===== src/rtl/qu_common.sv =====
// Shared types for the Qu front end.
// Holds the front-end sequencer state encoding.
package qu_common;

  localparam int QU_FE_STATE_WIDTH = 3;

  typedef enum logic [QU_FE_STATE_WIDTH-1:0] {
    QU_FE_HOLD  = 3'd0,
    QU_FE_FILL  = 3'd1,
    QU_FE_RUN   = 3'd2,
    QU_FE_STALL = 3'd3,
    QU_FE_FLUSH = 3'd4
  } qu_fe_state_t;

  function automatic int qu_max3(input int a, input int b, input int c);
    int m;
    m = (a > b) ? a : b;
    return (m > c) ? m : c;
  endfunction

endpackage


===== src/rtl/qu_sat_counter.sv =====
// Saturating up-counter with synchronous clear.
// Used by the front-end performance counters.
module qu_sat_counter #(
  parameter int WIDTH = 16
) (
  input  logic             clk,
  input  logic             rst_n,
  input  logic             inc,
  input  logic             clr,
  output logic [WIDTH-1:0] count
);

  always_ff @(posedge clk or negedge rst_n) begin
    if (!rst_n) begin
      count <= '0;
    end else if (clr) begin
      count <= '0;
    end else if (inc && (count != {WIDTH{1'b1}})) begin
      count <= count + 1'b1;
    end
  end

endmodule


===== src/rtl/qu_frontend_ctrl.sv =====
// Qu front-end sequencer: hold, fill, run, stall and flush.
// QU_FRONTEND_PERF_EN adds stall-cycle and flush-count outputs.
module qu_frontend_ctrl
  import qu_common::*;
#(
  parameter int FIFO_MP_RN_DEPTH  = 16,
  parameter int RESET_HOLD_CYCLES = 4,
  parameter int SCHED_THRESHOLD   = 4,
  parameter int FILL_TIMEOUT      = 20,
  parameter int FLUSH_CYCLES      = 2,
  localparam int MW = $clog2(FIFO_MP_RN_DEPTH + 1)
) (
  input  logic          clk,
  input  logic          rst_n,
  input  logic          stall_req,
  input  logic          flush_req,
  input  logic          if_id_full,
  input  logic          id_mp_full,
  input  logic          mp_rn_full,
  input  logic [MW-1:0] mp_rn_count,
  input  logic          rn_ready,
  output logic          if_stall,
  output logic          id_stall,
  output logic          mp_stall,
  output logic          rn_stall,
  output logic          schedule_en,
  output logic          flush,
  output logic [2:0]    state_o
`ifdef QU_FRONTEND_PERF_EN
  ,
  output logic [31:0]   perf_stall_cycles,
  output logic [15:0]   perf_flush_count
`endif
);

  localparam int CMAX = qu_max3(RESET_HOLD_CYCLES,
                                FILL_TIMEOUT,
                                FLUSH_CYCLES);
  localparam int CW = $clog2(CMAX + 1);

  qu_fe_state_t  state_q, state_d;
  qu_fe_state_t  ret_q, ret_d;
  logic [CW-1:0] cnt_q, cnt_d;
  logic          hold_all;
  logic          fill_done;

  assign fill_done =
    (mp_rn_count >= MW'(SCHED_THRESHOLD)) ||
    (cnt_q == CW'(FILL_TIMEOUT - 1));

  always_comb begin
    state_d = state_q;
    ret_d   = ret_q;
    cnt_d   = cnt_q;
    unique case (state_q)
      QU_FE_HOLD: begin
        if (cnt_q == CW'(RESET_HOLD_CYCLES - 1)) begin
          state_d = QU_FE_FILL;
          cnt_d   = '0;
        end else begin
          cnt_d = cnt_q + 1'b1;
        end
      end
      QU_FE_FILL: begin
        if (flush_req) begin
          state_d = QU_FE_FLUSH;
          cnt_d   = '0;
        end else if (stall_req) begin
          // counter stays frozen so FILL resumes where it left off
          state_d = QU_FE_STALL;
          ret_d   = QU_FE_FILL;
        end else if (fill_done) begin
          state_d = QU_FE_RUN;
          cnt_d   = '0;
        end else begin
          cnt_d = cnt_q + 1'b1;
        end
      end
      QU_FE_RUN: begin
        if (flush_req) begin
          state_d = QU_FE_FLUSH;
          cnt_d   = '0;
        end else if (stall_req) begin
          state_d = QU_FE_STALL;
          ret_d   = QU_FE_RUN;
        end
      end
      QU_FE_STALL: begin
        if (flush_req) begin
          state_d = QU_FE_FLUSH;
          cnt_d   = '0;
        end else if (!stall_req) begin
          state_d = ret_q;
        end
      end
      QU_FE_FLUSH: begin
        if (flush_req) begin
          cnt_d = '0;
        end else if (cnt_q == CW'(FLUSH_CYCLES - 1)) begin
          state_d = QU_FE_FILL;
          ret_d   = QU_FE_FILL;
          cnt_d   = '0;
        end else begin
          cnt_d = cnt_q + 1'b1;
        end
      end
      default: begin
        state_d = QU_FE_HOLD;
        cnt_d   = '0;
      end
    endcase
  end

  always_ff @(posedge clk or negedge rst_n) begin
    if (!rst_n) begin
      state_q     <= QU_FE_HOLD;
      ret_q       <= QU_FE_FILL;
      cnt_q       <= '0;
      schedule_en <= 1'b0;
      flush       <= 1'b0;
    end else begin
      state_q     <= state_d;
      ret_q       <= ret_d;
      cnt_q       <= cnt_d;
      schedule_en <= (state_d == QU_FE_RUN);
      flush       <= (state_d == QU_FE_FLUSH);
    end
  end

  assign hold_all = (state_q == QU_FE_HOLD) ||
                    (state_q == QU_FE_STALL) ||
                    (state_q == QU_FE_FLUSH);

  assign if_stall = hold_all | if_id_full;
  assign id_stall = hold_all | id_mp_full;
  assign mp_stall = hold_all | mp_rn_full;
  assign rn_stall = hold_all | ~rn_ready;
  assign state_o  = state_q;

`ifdef QU_FRONTEND_PERF_EN
  logic stall_cyc;
  logic flush_entry;

  assign stall_cyc = (state_q == QU_FE_STALL) ||
                     (state_q == QU_FE_FLUSH);
  // a restart inside FLUSH counts as a fresh entry
  assign flush_entry = (state_d == QU_FE_FLUSH) &&
                       ((state_q != QU_FE_FLUSH) || flush_req);

  qu_sat_counter #(.WIDTH(32)) u_stall_cnt (
    .clk   (clk),
    .rst_n (rst_n),
    .inc   (stall_cyc),
    .clr   (1'b0),
    .count (perf_stall_cycles)
  );

  qu_sat_counter #(.WIDTH(16)) u_flush_cnt (
    .clk   (clk),
    .rst_n (rst_n),
    .inc   (flush_entry),
    .clr   (1'b0),
    .count (perf_flush_count)
  );
`endif

endmodule


===== config.mk =====
export PLATFORM = sky130hd
export DESIGN_NAME = qu_frontend_ctrl
export DESIGN_NICKNAME = d
export VERILOG_FILES = /design/src/rtl/qu_common.sv /design/src/rtl/qu_sat_counter.sv /design/src/rtl/qu_frontend_ctrl.sv
export SDC_FILE = /design/constraint.sdc
export NUM_CORES = 1
export LEC_CHECK = 0
export CAP_MARGIN = 20
export CORE_AREA = 2 2 47 44
export DETAILED_ROUTE_END_ITERATION = 16
export DIE_AREA = 0 0 49 46
export GPL_TIMING_DRIVEN = 0
export PLACE_DENSITY = 0.77
export SYNTH_ARGS = -nofsm -noshare
export SYNTH_HDL_FRONTEND = slang
export SYNTH_HIERARCHICAL = 1
export SYNTH_SLANG_ARGS = --single-unit

===== constraint.sdc =====
create_clock -name clk -period 3.4 [get_ports clk]
set_input_delay 0.68 -clock clk [delete_from_list [all_inputs] [get_ports clk]]
set_output_delay 0.68 -clock clk [all_outputs]
set_load 0.05 [all_outputs]

---- Yosys cells after proc, flatten, opt, wreduce, memory -nomap -nowiden ----
Index checks and enable logic that the tools add are counted.
operators by class
  order comparisons ....................... 1
  mux-type cells .......................... 26
  equality and inequality tests ........... 17
  add/sub/neg operators ................... 1
  reductions and logical operators ........ 8
  bitwise operators ....................... 5
operators by type and width
  operator                                                                number
  3-bit 2-to-1 mux                                                        16
  5-bit 2-to-1 mux                                                        7
  5-bit one-hot mux with 4 select lines                                   1
  3-bit one-hot mux with 5 select lines                                   1
  2-bit != test (second input constant)                                   6
  3-bit by 2-bit == test with 1-bit output (second input constant)        3
  3-bit one-hot mux with 3 select lines                                   1
  7-bit AND reduction                                                     1
  3-bit == test (second input constant)                                   2
  5-bit by 1-bit adder with 5-bit output (second input constant)          1
  5-bit by 1-bit == test with 1-bit output (second input constant)        1
  5-bit by 2-bit == test with 1-bit output (second input constant)        1
  5-bit == test (second input constant)                                   1
  5-bit by 3-bit >= comparator with 1-bit output (second input constant)  1
  1-bit OR                                                                4
  3-bit by 1-bit == test with 1-bit output (second input constant)        1
  3-bit logical NOT                                                       1
  1-bit logical OR                                                        3
  3-bit != test (second input constant)                                   1
  3-bit nonzero test                                                      1
  2-bit by 1-bit != test with 1-bit output (second input constant)        1
  2-bit AND reduction                                                     1
  2-bit OR reduction                                                      1
  1-bit inverter                                                          1
word-level totals
  word-level logic and storage cells ...... 63
  bits of input ports ..................... 13
  output and inout bits ................... 9
  register bits after elaboration ......... 13

---- Logic depth before layout (Yosys ltp) ----
Gate-level depths: netlist of the first run.
  depth in word-level cells ............... 7
  gate-level depth with buffers ........... 6
  mapped depth without buffers ............ 6

---- Worst setup path before layout of the first run ----
Ideal clock, no wire load.
  kind .................................... reg-to-output
  start ................................... register state_q[2] (netlist: state_o[2])
  end ..................................... output port id_stall
  data required time ...................... 2720 ps
  path buffers ............................ 2
  cell stages (with the launch flop) ...... 5
  setup slack ............................. 890 ps
  data arrival time ....................... 1830 ps
  cell sequence ........................... dfrtp_1 > clkbuf_1 > clkbuf_1 > o21ai_0 > or2_2
between the ends
  longest elaborated chain between the ends .. 4
  elaborated cells between the ends (all ways) .. 6
  those cells by class .................... 2 x eq/ne; 1 x bitwise; 3 x reduce/logical
RTL lines
  what                                                                                  line                                              RTL
  from (decl)                                                                           qu_frontend_ctrl.sv:41                            qu_fe_state_t state_q, state_d;
  from (signal assigned)                                                                qu_frontend_ctrl.sv:122                           state_q <= state_d;
  3-bit by 2-bit == test with 1-bit output / 3-bit logical NOT (equally long branches)  qu_frontend_ctrl.sv:131, qu_frontend_ctrl.sv:130
  1-bit logical OR                                                                      qu_frontend_ctrl.sv:130                           assign hold_all = (state_q == QU_FE_HOLD) ||
  1-bit logical OR (*)                                                                  qu_frontend_ctrl.sv:131                           (state_q == QU_FE_STALL) ||
  1-bit OR (*)                                                                          qu_frontend_ctrl.sv:135                           assign id_stall = hold_all | id_mp_full;
  to (decl)                                                                             qu_frontend_ctrl.sv:23                            output logic id_stall,
Every way passes the cells marked *; elsewhere a longest branch is shown, timed or not.

---- Worst setup path in the final report of the first run ----
  start ................................... register state_q[2] (netlist: state_o[2])
  end ..................................... output port if_stall
between the ends
  longest elaborated chain between the ends .. 4
  elaborated cells between the ends (all ways) .. 6
  those cells by class .................... 2 x eq/ne; 1 x bitwise; 3 x reduce/logical
RTL lines
  what                                                                                  line                                              RTL
  3-bit by 2-bit == test with 1-bit output / 3-bit logical NOT (equally long branches)  qu_frontend_ctrl.sv:131, qu_frontend_ctrl.sv:130
  1-bit logical OR                                                                      qu_frontend_ctrl.sv:130
  1-bit logical OR (*)                                                                  qu_frontend_ctrl.sv:131
  1-bit OR (*)                                                                          qu_frontend_ctrl.sv:134                           assign if_stall = hold_all | if_id_full;
  to (decl)                                                                             qu_frontend_ctrl.sv:22                            output logic if_stall,
Marks and branches as above.

==> results of run 1 <==
[worst max-delay path by stage]
| stage | startpoint | endpoint | slack [ps] | cells past startpoint |
|---|---|---|---|---|
| floorplan | state_o[2] | id_stall | 890 | 4 |
| global placement | state_o[2] | if_stall | 460 | 5 |
| detailed placement | state_o[2] | if_stall | 380 | 5 |
| CTS | state_o[2] | if_stall | 70 | 5 |
| global route | state_o[2] | if_stall | 40 | 4 |
| finish | state_o[2] | if_stall | 210 | 4 |
[repair_timing]
action	4_1_cts	5_1_grt
hold buffers	0	0
endpoints found under the setup margin	0	3
hold endpoints to repair	0	0
[sequential cells by signal (all words and copies together), names as in the netlist]
signal,cells
flush,1
state_o,3
schedule_en,1
ret_q,2
cnt_q,5
[cell type report]
type	instances	area [um^2]
fillers	181	732
multi-input cells	71	489
flip-flops and latches	12	302
repair buffers	19	190
plain buffers	6	31.3
well taps	25	31.3
clock buffers	4	26.3
inverters	5	18.8
[per-layer routing]
layer | up-vias | part of all wire | track usage
li1 | 393 | - | -
met1 | 374 | 0.45 | 0.262
met2 | 26 | 0.48 | 0.329
met3 | 5 | 0.041 | 0.0263
met4 | 0 | 0.025 | 0.120
met5 | - | 0 | 0
[cell usage in the layout (no fill, tap or decap), drive strengths merged, types with 3 or more instances in the layout]
master,n
nand2,12
inv,5
a21o,3
clkbuf,8
dfrtp,11
nand3,4
clkdlybuf4s50,19
nor3,5
o21ai,8
or2,5
[power by group]
part | switching, W | internal, W | total (W)
logic | 0.000294 | 0.000204 | 0.000497
registers | 0.0000438 | 0.000194 | 0.000238
clock network | 0.0000536 | 0.0000456 | 0.0000991
[cells by family (layout without fill, tap and decap cells)]
family	after synthesis	in the layout	synth area share
adders and majority gates	2	2	0.0296
DFF	12	12	0.357
buffers and inverters	12	34	0.0637
muxes	1	1	0.0119
AOI/OAI and AO/OA	27	27	0.249
and+or+nand+nor	41	41	0.289
[critical path, stage by stage, from the launching register on]
cell,delay [ps]
dfrtp_1,610
clkbuf_1,370
o21ai_0,230
or2_2,310
clkdlybuf4s50_1,700
[through the flow]
step	instance area [um^2]	cells	power [W]	hold WS, ps	worst slack (ps)
after floorplan	845	95	0.000607	384	890
after global placement	1070	139	0.000722	475	464
after detailed placement	1070	139	0.000740	487	382
after CTS	1090	143	0.000836	504	73.1
after global routing	1090	142	0.000893	530	41.4
final	1090	142	0.000835	505	206
==> results by group, run 1 <==
Status
  – Status: completed

Yosys
  – Ys async rst share: 1.00
  – Post-Syn Area: 845 um^2
  – EDFF count, synth: 0
  – Top_reg_cell synth: dfrtp_1
  – Syn Area/Cell: 8.89 um^2
  – Synth cell count leaders: nand2_1 (12), dfrtp_1 (11), clkbuf_1 (5), inv_1 (5), o21ai_0 (5)
  – Most common cell in the netlist: nand2_1
  – Sequential share of the synthesized area: 0.357
  – Syn Inst Count: 95
  – Synth unique cells: 41
  – Syn nets: 110
  – Synth top area cells: dfrtp_1 (33%), nand2_1 (5.3%), a2bb2oi_4 (3.1%)
  – Post-synthesis register bit count: 12
  – Top cell type by total area after synthesis: dfrtp_1
  – Top-area cell type share of the netlist area: 0.326
  – Synth warn: 6

Floorplan
  – Total die area: 2250 um^2
  – Initial core utilization: 0.464
  – Ports: 22
  – Std cell rows: 15
  – Core ar.: 1820 um^2
  – Die X: 49 um
  – Die height: 46 um

Final layout
  – Post-Route Utilization: 0.598
  – N_diodes: 0
  – Share of cells above drive strength 1: 0.120
  – Layout area overhead: 28.9%
  – Final net count: 133

Timing
  – Worst-Margin Slew: 619 ps
  – Final Skew: 5.93 ps
  – Period utilisation layout: 0.940
  – Period minus WS final: 3190 ps
  – Setup TNS: 0 ps
  – Fin. Hold Viols: 0
  – Unrepaired setup endpoints after global routing: no
  – Slew margin rel.: 0.582
  – Max Fclk: 0.313 GHz
  – Final setup viols: 0
  – Max Slew Vio Count: 0

Drt
  – Initial drt markers: 14
  – WL final: 1940 um
  – Via-to-Cell Ratio: 5.62
  – DR WL/cell: 13.7 um
  – Post-route ant nets: 0
  – Via count: 798
  – Residual DRC: 0
  – First-pass iteration count of the detailed router: 4

Global route
  – Pin count of the biggest net entering global routing: 13
  – Total global routing overflow: 0
  – Initial antenna violation count: 0
  – GRT Util Overall: 0.201
  – Vias in the first global route: 739
  – Global-route wire length before repair: 3360 um

Worst setup path
  – Reg-to-Reg Start: cnt_q[0]
  – Arr. time, crit path: 2510 ps
  – R2R Setup Slk: 1410 ps
  – Crit Path Category: reg -> out
  – Req. time, crit path: 2720 ps
  – Worst reg-to-reg path cell count: 5
  – Element type at the critical path end: primary output
  – Worst-path fanout max: 10
  – Worst r2r dst: schedule_en
  – Critical Path Source Type: flip-flop

Clock tree
  – Worst-path clk slew: 80 ps
  – CTS Root Cell: clkbuf_4
  – Number of CTS-inserted buffers: 3
  – Setup Fix Bufs, Post-CTS: 0
  – Cts repair resizes: 0
  – TritonCTS clock tree: yes
  – Clock Tree Buf Depth: 2
  – Clk sink count: 12
  – Clock Latency Late Sink: 280 ps
  – H-Tree Depth: 1

Power and ir drop
  – Total power per unit cell area: 767 nW/um^2
  – Max rail drop VDD: 370 uV
  – Leak pwr: 0.432 nW

Place
  – DP HPWL: 1480 um
  – I/O Buffers: 19
  – GPL Wtd Cong: 0.780

Job
  – Number of max-cap violations: 0

Hold path
  – Hold path startpoint: ret_q[1]
  – Cells on Worst Hold Path: 1
  – Tightest Hold Check Type: reg -> reg
  – Worst Hold Path EP: ret_q[1]
Power figures use the tool's default switching activity.
==> run 2, diff against run 1 <==
- CELL_PAD_IN_SITES_DETAIL_PLACEMENT: default -> 1
- CELL_PAD_IN_SITES_GLOBAL_PLACEMENT: default -> 1
- CORE_AREA: 2 2 47 44 -> 4 4 56 53
- DIE_AREA: 0 0 49 46 -> 0 0 60 57
- PLACE_DENSITY: 0.77 -> 0.76
- SLEW_MARGIN: default -> 40
==> results by group, run 2 (same netlist as run 1, synthesis figures left out) <==
Place
  – I/O Buffers: 19 (unchanged)
  – DP HPWL: 1710 um (+16%)
  – Post-Place Setup Slack: 338 ps (-43.6 ps)
  – GPL Wtd Cong: 0.822 (+5.4%)
  – Area after DPL: 1070 um^2 (+0.35%)

Worst setup path
  – Worst-path fanout max: 10 (unchanged)
  – R2R Setup Slk: 1510 ps (+100 ps)
  – Worst Setup EP: if_stall
  – Req. time, crit path: 2720 ps (about the same)
  – Worst reg-to-reg path cell count: 5 (unchanged)
  – Reg-to-Reg Start: cnt_q[0]
  – Critical Path Source Type: flip-flop
  – Worst setup path start: state_o[2]
  – Element type at the critical path end: primary output
  – Worst r2r dst: cnt_q[3]
  – Crit Path Category: reg -> out
  – Arr. time, crit path: 2500 ps (about the same)

Timing
  – Worst setup margin: 220 ps (+13.9 ps)
  – Final setup viols: 0 (unchanged)
  – Period minus WS final: 3180 ps (-13.9 ps)
  – Max Fclk: 0.314 GHz (+0.44%)
  – Fin. Hold Viols: 0 (unchanged)
  – Worst-Margin Slew: 568 ps (-50.9 ps)
  – Unrepaired setup endpoints after global routing: no
  – Max Slew Vio Count: 0 (unchanged)
  – Final Skew: 3.41 ps (-2.52 ps)
  – Period utilisation layout: 0.935 (-0.00410)
  – Setup TNS: 0 ps (unchanged)
  – Slew margin rel.: 0.620 (+0.0386)

Status
  – Status: completed

Global route
  – Total global routing overflow: 0 (unchanged)
  – Pin count of the biggest net entering global routing: 13 (unchanged)
  – Global-route wire length before repair: 3650 um (+8.6%)
  – Vias in the first global route: 830 (+12%)
  – GRT Util Overall: 0.138 (-0.0634)
  – Initial antenna violation count: 0 (unchanged)

Job
  – Number of max-cap violations: 0 (unchanged)

Power and ir drop
  – PnR Total Power: 0.000857 W (+2.7%)
  – Total power per unit cell area: 777 nW/um^2 (+1.4%)
  – Max rail drop VDD: 386 uV (+4.3%)
  – Leak pwr: 0.438 nW (+1.4%)

Clock tree
  – Clock Tree Buf Depth: 2 (unchanged)
  – Post-CTS Hold Fix Bufs: 0 (unchanged)
  – CTS Root Cell: clkbuf_4
  – Number of CTS-inserted buffers: 3 (unchanged)
  – Cts repair resizes: 0 (unchanged)
  – TritonCTS clock tree: yes
  – Worst-path clk slew: 80 ps (about the same)
  – Clk sink count: 12 (unchanged)
  – H-Tree Depth: 1 (unchanged)
  – Clock Latency Late Sink: 280 ps (about the same)
  – Setup Fix Bufs, Post-CTS: 0 (unchanged)

Final layout
  – Post-Route Utilization: 0.463 (-0.135)
  – Reg area: 302 um^2 (unchanged)
  – Most frequent cells in the layout: clkdlybuf4s50_1 (19), nand2_1 (12), dfrtp_1 (11)
  – Top reg by flops: cnt_q
  – Layout area overhead: 30.5%
  – Fillers: 288 (+59%)
  – Share of cells above drive strength 1: 0.128 (+0.00855)
  – Design Area, Final: 1100 um^2 (+1.3%)
  – Footprint of the multi-input gates: 489 um^2 (unchanged)
  – Largest register FFs: 5 (unchanged)
  – Final net count: 133 (unchanged)
  – Commonest non-fill, non-tap cell in the layout: clkdlybuf4s50_1
  – N_diodes: 0 (unchanged)

Floorplan
  – Total die area: 3420 um^2 (+52%)
  – Initial core utilization: 0.355 (-0.109)
  – Ports: 22 (unchanged)
  – Core ar.: 2380 um^2 (+31%)
  – Std cell rows: 17 (+2)
  – Die X: 60 um (+22%)
  – Die height: 57 um (+24%)

Drt
  – Via count: 800 (+0.25%)
  – DR WL/cell: 14.6 um (+6.7%)
  – Via-to-Cell Ratio: 5.52 (-1.8%)
  – First-pass iteration count of the detailed router: 3 (-1)
  – Post-route ant nets: 0 (unchanged)
  – Residual DRC: 0 (unchanged)
  – Initial drt markers: 8 (-6)
  – WL final: 2120 um (+8.9%)

Hold path
  – Tightest Hold Check Type: reg -> reg
run 2: cell counts in the layout (fill, tap and decap cells not counted):
No cell type changed its count.
run 2: routing by layer:
metal	up-vias	track usage	share of wire
met5	-	0	0
met4	0	0.0570	0.020
met3	5	0.0249	0.046
met2	16	0.230	0.48
met1	389	0.173	0.45
li1	390	-	-
run 2: worst max-delay path: stages, from the launching register on:
cell and delay, ps:
dfrtp_1 600, clkbuf_1 360, o21ai_0 230, or2_2 320
clkdlybuf4s50_1 710
run 2: report_power, final:
group,internal (W),total (W),leakage [nW],switching (W)
sequential,0.000194,0.000237,0.157,0.0000426
combinational,0.000204,0.000504,0.260,0.000299
clock,0.0000652,0.000116,0.0210,0.0000510
run 2: final cells by class:
cell class              instances  share of cell area
plain buffers                   6              0.0284
clock buffers                   4              0.0329
inverters                       5              0.0170
multi-input cells              71               0.444
flip-flops and latches         12               0.274
well taps                      28              0.0318
repair buffers                 19               0.173
run 2: how the worst min path moves through the flow:
stage             start        to  slack [ps]  cells after the start
2_1_floorplan     rst_n  cnt_q[0]         380                      0
3_3_place_gp   ret_q[0]  ret_q[0]         480                      2
3_5_place_dp   ret_q[0]  ret_q[0]         490                      2
4_1_cts        ret_q[0]  ret_q[0]         500                      2
5_1_grt        ret_q[0]  ret_q[0]         530                      2
6_report       ret_q[0]  ret_q[0]         490                      2
run 2: stage by stage:
step,std cells,hold slack [ps]
floorplan,95,384
global placement,142,477
detailed placement,142,488
CTS,146,500
global route,145,527
finish,145,491
==> run 3, diff against run 2 <==
- HOLD_SLACK_MARGIN: default -> 0.12
==> results of run 3 <==
No change in the layout: final DEF, timing and power equal those of run 2.
==> variant 1 (config.mk and constraints of run 3) <==
Change the parameter `FLUSH_CYCLES` from 2 to 1.
--- a/src/rtl/qu_frontend_ctrl.sv
+++ b/src/rtl/qu_frontend_ctrl.sv
@@ -8,5 +8,5 @@
   parameter int SCHED_THRESHOLD   = 4,
   parameter int FILL_TIMEOUT      = 20,
-  parameter int FLUSH_CYCLES      = 2,
+  parameter int FLUSH_CYCLES      = 1,
   localparam int MW = $clog2(FIFO_MP_RN_DEPTH + 1)
 ) (
Function: changed (Yosys sat finds a counterexample within 10 cycles, from zero or initial values and one cycle with rst_n low).
==> variant 1 against run 3 <==
Worst setup slack improved by 0.24 ns; clock skew down 0.00052 ns; sequential share of layout area is 0.80 points higher; total power fell by 2.3%; first-iteration DRC count rose by 110%; critical path type unchanged; synthesized cell count is 4.2% lower; core utilization decreased by 1.3 points; wire length grew 1.7%; synthesized area decreased by 1.8%; final area fell by 2.8%; sequential cell count unchanged; worst hold slack improved by 0.0055 ns; via count is 2.4% lower.
==> variant 1: results (changes against run 3) <==
r2r_slack_ns: 1.71  # was 1.51 ns
largest_reg_flops: 5  # unchanged
placed_area_um2: 1045  # was 1070 um2
ys_warn_count: 6  # unchanged
hold_path_class: "register to register"  # unchanged
avgRoutedWirePerCell_um: 15.26  # was 14.59 um
global_route.usage.total_pct: 14.08  # was 13.81%
dp_slack_ns: 0.6419  # was 0.3381 ns
r2r_end: "state_o[0]"  # was cnt_q[3]
dr.first_iter.drc_count: 17  # was 8
htree_levels: 1  # unchanged
yosysUniqueCellTypes: 38  # was 41
drt_pass1_iterations: 4  # was 3
io_buffers: 18  # was 19
postCtsHoldBufs: 0  # unchanged
leakage_uw: 0.0004484  # was 0.0004380 uW
synthArstFlopShare_pct: 100.0  # unchanged
worstSetupStartpoint: "state_o[0]"  # was state_o[2]
layout.nets: 129  # was 133
clk_path_buf_depth: 2  # unchanged
vdd_ir_drop_max_v: 0.0003661  # was 0.0003862 V
viasPerCell: 5.539  # was 5.517
post-dp-hpwl_um: 1677  # was 1713 um
clkLatencyLatePin_ns: 0.27
yosysTopAreaCell: "dfrtp_1"  # unchanged
place_congestion: 0.7795  # was 0.8222
synth.area.top_cells: "dfrtp_1, nor4b_4, nand2_1"  # was dfrtp_1, nand2_1, a2bb2oi_4
status: "complete, no violations"  # unchanged
skew_ns: 0.002884  # was 0.003409 ns
syn_nets: 106  # was 110
reg2reg_from: "cnt_q[0]"  # unchanged
avgSynthCellArea_um2: 9.116  # was 8.890 um2
p_per_area_nw_per_um2: 781.6  # was 777.4 nW/um2
dp_cells: 137  # was 142
cts_made_buffers: 3  # unchanged
cpPeakStageDelay_ns: 0.79  # was 0.71 ns
drive_gt1_share_pct: 16.81  # was 12.82%
cpLargestDelayFamily: "buffers and inverters"  # unchanged
grt_pass1_wl_um: 3739  # was 3650 um
synth.yosys.seq_area_share_pct: 36.35  # was 35.70%
path_max_fanout: 10  # unchanged
crit_path_end: "mp_stall"  # was if_stall
crit_arrival_ns: 2.26  # was 2.50 ns
grt_pass1_vias: 802  # was 830
top_register: "cnt_q"  # unchanged
wl_um: 2152  # was 2115 um
yosys-top-cells-count: "dfrtp_1, nand2_1, inv_1, a21oi_1, nor2_1"  # was nand2_1, dfrtp_1, clkbuf_1, inv_1, o21ai_0
worstMarginPinSlew_ns: 0.5760  # was 0.5679 ns
fmax_mhz: 339.8  # was 314.4 MHz
-- variant 1: cell count changes in the layout (fill, tap and decap cells not counted), sizes merged, moves of 2 or more --
cell | run 3 | this run
or2 | 5 | 3
a31o | 0 | 2
o211ai | 1 | 3
a21oi | 2 | 5
nor2 | 2 | 6
o21ai | 8 | 4
clkbuf | 8 | 5
o22ai | 0 | 2
a21boi | 2 | 0
-- variant 1: routing by layer --
metal	vias up	global-route usage, %	part of all wire, %
li1	374	-	-
met1	379	18.11	43
met2	26	22.69	50
met3	2	5.204	5.9
met4	0	2.532	0.46
met5	-	0	0
-- variant 1: area by class of cell --
cell class | instances | area [um2]
fillers | 306 | 1311
plain buffers | 4 | 25.02
multi-input cells | 69 | 480.5
inverters | 6 | 22.52
clock buffers | 4 | 26.28
repair buffers | 18 | 180.2
well taps | 28 | 35.03
flip-flops and latches | 12 | 301.5
-- variant 1: report_power, final --
group | switching, uW | total (uW) | internal [uW]
Clock | 50.4 | 95.8 | 45.4
Combinational | 301 | 503 | 202
Sequential | 44.3 | 238 | 194
-- variant 1: cell families after synthesis --
family | synth area share, %
AOI/OAI and AO/OA | 22.17
adders and majority gates | 3.016
buffers and inverters | 5.731
DFF | 36.35
and+or+nand+nor | 32.73
-- variant 1: worst min path at each step --
stage / from / end / slack (ns) / cells after the start
2_1_floorplan: rst_n / cnt_q[0] / 0.38 / 0
3_3_place_gp: ret_q[1] / ret_q[1] / 0.47 / 1
3_5_place_dp: ret_q[1] / ret_q[1] / 0.48 / 1
4_1_cts: ret_q[1] / ret_q[1] / 0.50 / 1
5_1_grt: ret_q[1] / ret_q[1] / 0.52 / 1
6_report: ret_q[1] / ret_q[1] / 0.50 / 1
==> variant 2 (settings of run 3) <==
Without the edit above. One comparison of `cnt_q` changes from == to >=.
--- a/src/rtl/qu_frontend_ctrl.sv
+++ b/src/rtl/qu_frontend_ctrl.sv
@@ -47,5 +47,5 @@
   assign fill_done =
     (mp_rn_count >= MW'(SCHED_THRESHOLD)) ||
-    (cnt_q == CW'(FILL_TIMEOUT - 1));
+    (cnt_q >= CW'(FILL_TIMEOUT - 1));
 
   always_comb begin
Formal check against the unedited RTL: same outputs for any inputs over 10 cycles, from zero or initial values and one cycle with rst_n low; that may be too few to reach the edited logic, so the function may still have changed.
==> variant 2 against run 3 <==
Worst setup slack improved by 0.088 ns; synthesized area fell by 11%; wire length fell by 3.0%; largest cell class unchanged; total power fell by 8.1%; highest routed layer unchanged; sequential cell count did not move; final area fell by 8.3%.
==> variant 2: results (changes against run 3) <==
dr.first_iter.drc_count: 1  # was 8
ys_warn_count: 6  # unchanged
synth.area.top_cells: "dfrtp_1, a21oi_1, nand3_1"  # was dfrtp_1, nand2_1, a2bb2oi_4
post-dp-hpwl_um: 1564  # was 1713 um
num-nonclk-buffers: 22  # was 25
num_vias: 758  # was 800
skew_ns: 0.008181  # was 0.003409 ns
viasPerCell: 5.574  # was 5.517
clock_area_share_pct: 3.589  # was 3.292%
leakage_uw: 0.0004248  # was 0.0004380 uW
grt_pass1_vias: 717  # was 830
ff2ff_path_depth: 6  # was 5
grt_max_degree: 13  # unchanged
drt_pass1_iterations: 4  # was 3
synth_xor_area_share_pct: 1.169  # was 0%
n_multi_input_combinational_cell: 65  # was 71
p_int_uw: 425.0  # was 464.0 uW
nonClkBufAreaFrac_pct: 20.17  # was 20.09%
status: "complete, no violations"  # unchanged
min_path_cells: 1  # was 2
place_congestion: 0.7625  # was 0.8222
dp_cells: 132  # was 142
drive_gt1_share_pct: 12.04  # was 12.82%
p_sw_share_pct: 46.06  # was 45.85%
syn_nets: 100  # was 110
pg_comb_uw: 433  # was 504 uW
synthCells: 85  # was 95
cpPeakStageDelay_ns: 0.80  # was 0.71 ns
yosysUniqueCellTypes: 31  # was 41
vdd_ir_drop_max_v: 0.0003661  # was 0.0003862 V
fin_crit_ns: 3.092  # was 3.180 ns
slew_headroom_pct: 61.90  # was 62.02%
placed_area_um2: 974.7  # was 1070 um2
grt_pass1_wl_um: 3401  # was 3650 um
drcViolationCount: 0  # unchanged
crit_arrival_ns: 2.41  # was 2.50 ns
r2r_slack_ns: 1.53  # was 1.51 ns
global_route.usage.total_pct: 13.03  # was 13.81%
synth_compound_area_share_pct: 24.87  # was 24.89%
synth.yosys.seq_area_share_pct: 40.23  # was 35.70%
clkTransAtPathRegs_ns: 0.09
wl_um: 2051  # was 2115 um
layout.nets: 124  # was 133
multi_input_area_share_pct: 41.09  # was 44.38%
yosys-top-cells-count: "dfrtp_1, a21oi_1, nand2_1, nand3_1"  # was nand2_1, dfrtp_1, clkbuf_1, inv_1, o21ai_0
r2r_end: "cnt_q[2]"  # was cnt_q[3]
dp_slack_ns: 0.5895  # was 0.3381 ns
-- variant 2: cells by family after synthesis --
group,count (synthesis)
flip-flops,12
adder cells (fa/ha/maj),2
AO/OA/AOI/OAI,28
AND/OR/NAND/NOR,34
XOR/XNOR,1
buffers and inverters,8
-- variant 2: stage by stage --
stage                     utilization (%)  hold WS [ns]
after floorplan                         -        0.3844
after global placement              40.91        0.5296
after detailed placement            40.91        0.5401
after CTS                           42.44        0.5528
after global routing                42.44        0.5644
final                               42.44        0.5501
-- variant 2: how the worst max path moves through the flow --
stage,start,end,cells after the start
after floorplan,state_o[1],rn_stall,5
after global routing,state_o[0],id_stall,5
after detailed placement,state_o[0],id_stall,5
final,state_o[0],id_stall,5
after CTS,state_o[0],id_stall,5
after global placement,id_mp_full,id_stall,3
-- variant 2: per-layer routing --
metal	global-route usage (%)	part of all wire (%)	vias to the layer above
met5	0	0	-
met4	4.747	0.73	0
met3	2.941	6.3	2
met2	20.06	49	25
met1	17.66	44	371
li1	-	-	360
